--- config.mk ---
export PLATFORM = sky130hd
export DESIGN_NAME = exit_pay_fsm
export DESIGN_NICKNAME = d
export VERILOG_FILES = /design/src/rtl/exit_pay_fsm.sv
export SDC_FILE = /design/constraint.sdc
export NUM_CORES = 1
export LEC_CHECK = 0
export BUFFER_PORTS_ARGS = -buffer_cell sky130_fd_sc_hd__buf_2
export CORE_MARGIN = 2
export CORE_UTILIZATION = 35
export DETAILED_ROUTE_END_ITERATION = 8
export SLEW_MARGIN = 0
export SYNTH_ARGS = -nofsm -noshare
export SYNTH_HDL_FRONTEND = slang
export SYNTH_SLANG_ARGS = --single-unit
--- constraint.sdc ---
create_clock -name clk -period 3.55 [get_ports clk]
set_clock_uncertainty 0.15 [all_clocks]
set_input_delay 0.71 -clock clk [delete_from_list [all_inputs] [get_ports clk]]
set_output_delay 0.71 -clock clk [all_outputs]
set_load 0.005 [all_outputs]
--- src/rtl/exit_pay_fsm.sv ---
// Exit-lane pay station: reads the entry ticket, computes the parking fee, takes $2/$4 bills,
// then blinks the thank-you lamp and opens the exit gate. Faults latch until an attendant clears.
module exit_pay_fsm #(
   parameter int unsigned DWIDTH        = 16,
   parameter int unsigned TICKS_PER_SEC = 100_000_000,
   parameter int unsigned RATE_MIN      = 60,
   parameter int unsigned RATE_DOLLARS  = 2,
   parameter int unsigned FEE_MAX       = 98,
   parameter int unsigned READ_TMO_SEC  = 3,
   parameter int unsigned PAY_TMO_SEC   = 60,
   parameter int unsigned GATE_SEC      = 10
) (
   input  logic              clk,
   input  logic              reset_n,
   input  logic              exit_sensor,
   input  logic              ticket_inserted,
   input  logic              ticket_valid,
   input  logic              ticket_ok,
   input  logic [DWIDTH-1:0] parking_time_min,
   input  logic              bill_2,
   input  logic              bill_4,
   input  logic              attendant_clr,
   output logic [7:0]        fee_bcd,
   output logic [7:0]        change_due,
   output logic              thank_you_lamp,
   output logic              see_attendant_lamp,
   output logic              exit_gate
);

   localparam int unsigned HalfTicks = TICKS_PER_SEC / 2;
   localparam int unsigned PW        = (HalfTicks > 1) ? $clog2(HalfTicks) : 1;

   localparam logic [PW-1:0]     PrescLast = PW'(HalfTicks - 1);
   localparam logic [7:0]        ReadLast  = 8'(2 * READ_TMO_SEC - 1);
   localparam logic [7:0]        PayLast   = 8'(2 * PAY_TMO_SEC - 1);
   localparam logic [7:0]        GateLast  = 8'(2 * GATE_SEC - 1);
   localparam logic [DWIDTH-1:0] RateMinW  = DWIDTH'(RATE_MIN);
   localparam logic [6:0]        FeeMaxW   = 7'(FEE_MAX);

   typedef enum logic [2:0] {
      StIdle,
      StRead,
      StCalc,
      StWaitPay,
      StThanks,
      StGateOpen,
      StError
   } state_e;

   state_e            state_q, state_d;
   logic [PW-1:0]     presc_q, presc_d;
   logic [7:0]        timer_q, timer_d;
   logic [DWIDTH-1:0] rem_q, rem_d;
   logic [6:0]        fee_q, fee_d;
   logic [7:0]        fee_bcd_q, fee_bcd_d;
   logic [7:0]        change_q, change_d;
   logic              lamp_q, lamp_d;
   logic              attn_q, attn_d;
   logic              gate_q, gate_d;

   logic       half_tick;
   logic       restart;
   logic [6:0] credit;
   logic [7:0] fee_sum;

   assign half_tick = (presc_q == PrescLast);
   assign credit    = {4'd0, bill_4, bill_2, 1'b0};
   assign fee_sum   = {1'b0, fee_q} + 8'(RATE_DOLLARS);

   always_comb begin
      state_d  = state_q;
      rem_d    = rem_q;
      fee_d    = fee_q;
      change_d = change_q;
      restart  = 1'b0;

      case (state_q)
         StIdle: begin
            fee_d = '0;
            if (exit_sensor && ticket_inserted) begin
               state_d  = StRead;
               change_d = '0;
            end
         end
         StRead: begin
            if (ticket_valid) begin
               if (ticket_ok) begin
                  state_d = StCalc;
                  rem_d   = parking_time_min;
               end else begin
                  state_d = StError;
               end
            end else if (half_tick && timer_q == ReadLast) begin
               state_d = StError;
            end
         end
         StCalc: begin
            // One billing period per cycle; stop early once the cap is reached.
            if (rem_q == '0 || fee_q == FeeMaxW) begin
               state_d = (fee_q == '0) ? StThanks : StWaitPay;
            end else begin
               rem_d = (rem_q > RateMinW) ? rem_q - RateMinW : '0;
               fee_d = (fee_sum >= {1'b0, FeeMaxW}) ? FeeMaxW : fee_sum[6:0];
            end
         end
         StWaitPay: begin
            if (credit != '0) begin
               restart = 1'b1;
               if (credit >= fee_q) begin
                  change_d = {1'b0, credit - fee_q};
                  fee_d    = '0;
                  state_d  = StThanks;
               end else begin
                  fee_d = fee_q - credit;
               end
            end else if (half_tick && timer_q == PayLast) begin
               state_d = StError;
            end
         end
         StThanks: begin
            if (half_tick && timer_q == 8'd3) begin
               state_d = StGateOpen;
            end
         end
         StGateOpen: begin
            if (!exit_sensor || (half_tick && timer_q == GateLast)) begin
               state_d = StIdle;
            end
         end
         StError: begin
            if (attendant_clr) begin
               state_d = StIdle;
               fee_d   = '0;
            end
         end
         default: state_d = StIdle;
      endcase
   end

   // Prescaler and timer realign on every state entry so phases start on a clean half-second.
   always_comb begin
      presc_d = presc_q + PW'(1);
      timer_d = timer_q;
      if (state_d != state_q || restart) begin
         presc_d = '0;
         timer_d = '0;
      end else if (half_tick) begin
         presc_d = '0;
         timer_d = (timer_q == 8'hFF) ? timer_q : timer_q + 8'd1;
      end
   end

   always_comb begin
      fee_bcd_d = {4'(fee_q / 7'd10), 4'(fee_q % 7'd10)};
      lamp_d    = (state_d == StThanks) && (timer_d == 8'd0 || timer_d == 8'd2);
      attn_d    = (state_d == StError);
      gate_d    = (state_d == StGateOpen);
   end

   always_ff @(posedge clk or negedge reset_n) begin
      if (!reset_n) begin
         state_q   <= StIdle;
         presc_q   <= '0;
         timer_q   <= '0;
         rem_q     <= '0;
         fee_q     <= '0;
         fee_bcd_q <= '0;
         change_q  <= '0;
         lamp_q    <= 1'b0;
         attn_q    <= 1'b0;
         gate_q    <= 1'b0;
      end else begin
         state_q   <= state_d;
         presc_q   <= presc_d;
         timer_q   <= timer_d;
         rem_q     <= rem_d;
         fee_q     <= fee_d;
         fee_bcd_q <= fee_bcd_d;
         change_q  <= change_d;
         lamp_q    <= lamp_d;
         attn_q    <= attn_d;
         gate_q    <= gate_d;
      end
   end

   assign fee_bcd            = fee_bcd_q;
   assign change_due         = change_q;
   assign thank_you_lamp     = lamp_q;
   assign see_attendant_lamp = attn_q;
   assign exit_gate          = gate_q;

endmodule

==> reports/results.txt <==
Synth cell types -> 65
vias in the first global route -> 3,991
TritonCTS Sinks -> 76
Slew HR -> 34.5%
drt initial violations -> 279
latest clock arrival within the worst-skew pair -> 340 ps
CTS tree -> built
Final Cycle Share -> 93.1%
Crit Path Max Fanout -> 10
Max-Cap Viols -> 0
fin. max-slew vios -> 0
ratio of cells with drive above 1 in the final layout -> 15.8%
Cells after Synth -> 554
Die ar. -> 14,600 um^2
Tmin final -> 3310 ps
arrival time of the worst setup path -> 3420 ps
Post-Layout Cell Count -> 778
CP peak stage delay -> 400 ps
Async SR Flop Fraction -> 100%
Min Hold Slack -> 329 ps
1st-pass router iterations -> 5
Final nets -> 639
Final Power -> 3.83 mW
die width -> 121 um
Pleak -> 2.58 nW
clk buf depth -> 2
routed length per instance -> 15.0 um
num ports -> 44
setup ws final -> 245 ps
Cell Area, Placed -> 5200 um^2
final setup fails -> 0
Final Util -> 42.2%
first-pass GRT wire length -> 19,500 um
register area share after synthesis -> 39.9%
die height -> 121 um
Ys Warns -> 0
placed cell count -> 762
PwrDens -> 684 nW/um^2
share of the synthesized area in the top cell type -> 39.9%
WP data required -> 3660 ps
Crit. End Element -> register
Peak VDD IR -> 0.000249 V
design area -> 5590 um^2
Worst-path clk slew -> 60 ps
Via density -> 5.41
worst-margin pin slew -> 983 ps
Post-DP HPWL -> 8120 um
routability cong. -> 0.828
antenna viol nets, final -> 0
most used flip-flop cell after synthesis -> dfrtp_1
Fmax -> 0.303 GHz
GRT Total Usage -> 16.5%
FF+latch count, synth -> 76
Vias -> 4,209
CP top delay family -> compound AO/OA/AOI/OAI gates
slowest library cell on the worst path -> dfrtp_2
number of flops mapped to enable cells by yosys -> 0
Initial Utilization -> 36.0%
antenna violations before repair -> 0
Hold WC Path Type -> register to register
core footprint -> 13,200 um^2
synthesized area per cell -> 8.60 um^2
post-place setup slack -> 72.9 ps
synthesized area -> 4760 um^2
largest net degree at the start of global routing -> 77
CTS H-tree lvls -> 3
layout overhead on the synthesized area -> 17.4%
status -> finished clean
CTS Buf Count -> 9
crit path launch type -> register
Worst Path Class, Setup -> register to register
setup TNS -> 0 ps
# DRC -> 0
PortBufs -> 41
row cnt -> 42
# diodes -> 0
CP Buf/Inv Count -> 1
clock tree root buffer cell -> clkbuf_16
WL final -> 11,700 um
Final Hold Violating Endpoints -> 0
grt total ovfl -> 0
cell taking the most area after synthesis -> dfrtp_1
top post-synthesis cells by area -> dfrtp_1 (40%), nor2_1 (5.8%), o21ai_0 (4.9%), ha_1 (3.9%), nand2_1 (3.4%)
crit path cell chain -> inv_1 > ha_1 > nand2b_2 > a21o_1 > a221oi_2 > a31oi_2 > nor2_1 > o21ai_1 > xnor2_1 > ha_1 > nor2_1 > o22ai_1 > a32oi_1 > o21ai_1 > o311ai_1 > mux2i_1
CTS Hold Buffers Added -> 0
where the power goes:
group / internal, mW / switching, mW / leakage (nW)
clock: 0.793 / 0.367 / 0.182
combinational: 0.561 / 0.908 / 1.38
sequential: 1.04 / 0.162 / 1.02
layer usage:
layer  share of wire (%)  global-route usage [%]  wire (um)
met1                  47                    21.8       5480
met2                  49                    27.3       5680
met3                 3.6                    4.20        424
met4                0.67                    3.71         78
met5                   0                       0          0
final timing paths:
| kind | startpoint | end | slack (ps) | depth (start not counted) |
|---|---|---|---|---|
| max in group asynchronous | reset_n | fee_q[2] | 2180 | 1 |
| min reg2reg | change_due[6] | change_due[6] | 330 | 2 |
| min | change_due[6] | change_due[6] | 330 | 2 |
| max reg2reg | fee_q[2] | fee_bcd[2] | 240 | 16 |
| max | fee_q[2] | fee_bcd[2] | 240 | 16 |
| min in group asynchronous | reset_n | timer_q[4] | 390 | 1 |
state kept, by name, indices dropped and copies added, names as in the netlist:
register,cells
fee_bcd,7
presc_q,26
exit_gate,1
see_attendant_lamp,1
state_q,3
timer_q,8
thank_you_lamp,1
fee_q,6
rem_q,16
change_due,7
cell usage after synthesis (4+ instances only):
cell       n
a211oi_1   8
a21o_1     4
a21oi_1   22
a22oi_1    8
a31oi_1    6
a32oi_1    8
and2_1     7
and3_1    17
and4_1     4
clkbuf_1  19
dfrtp_1   76
ha_1      15
inv_1     20
mux2i_1    8
nand2_1   43
nand2b_1   8
nand3_1   16
nand4_1   12
nor2_1    73
nor2_2     8
nor2b_1    8
nor3_1    17
nor4_1     5
o21ai_0   47
o31ai_1    5
xnor2_1   17
xor2_1    16
kinds of logic after synthesis:
group | after synthesis | synth area share (%)
other cells | 1 | 0.0787
buf+inv | 49 | 4.57
xor+xnor | 33 | 6.07
flops | 76 | 39.9
mux | 9 | 1.92
fa+ha+maj | 17 | 4.57
simple gates | 239 | 25.4
compound gates | 130 | 17.5
layout by cell type, fill, tap and decap left out, types with 5 or more instances in the layout:
master,Yosys,layout
nor2b_1,8,8
and3_1,17,17
nand3_1,16,16
a211oi_1,8,8
a21oi_1,22,22
xnor2_1,17,17
buf_2,3,40
nand2b_1,8,7
ha_1,15,15
nor3_1,17,17
a32oi_1,8,8
o21ai_0,47,45
inv_1,20,20
xor2_1,16,16
clkbuf_16,0,9
mux2i_1,8,8
a31oi_1,6,5
nor2_2,8,8
nand4_1,12,12
nor4_1,5,5
nor2_1,73,73
a22oi_1,8,8
and2_1,7,7
o31ai_1,5,5
dfrtp_1,76,75
buf_4,2,21
nand2_1,43,43
cell type report:
class	count	area [um^2]
fill	1357	7650
multi-input combinational	430	2660
sequential	76	1900
timing repair buffer	61	358
clock buffer	11	253
tap	176	220
clock inverter	4	120
inverter	20	75.1
what timing repair did:
item	in CTS	in global routing
setup endpoints to repair	0	3
gates resized for setup	0	4
setup buffers	0	1
worst reg2reg max path: stages, from the launching register on:
cell	delay (ps)
dfrtp_2	400
inv_1	170
ha_1	220
nand2b_2	150
a21o_1	240
a221oi_2	320
a31oi_2	70
nor2_1	120
o21ai_1	100
xnor2_1	180
ha_1	200
nor2_1	130
o22ai_1	90
a32oi_1	200
o21ai_1	110
o311ai_1	150
mux2i_1	240
Note: power is estimated with default switching activity, not from simulation.
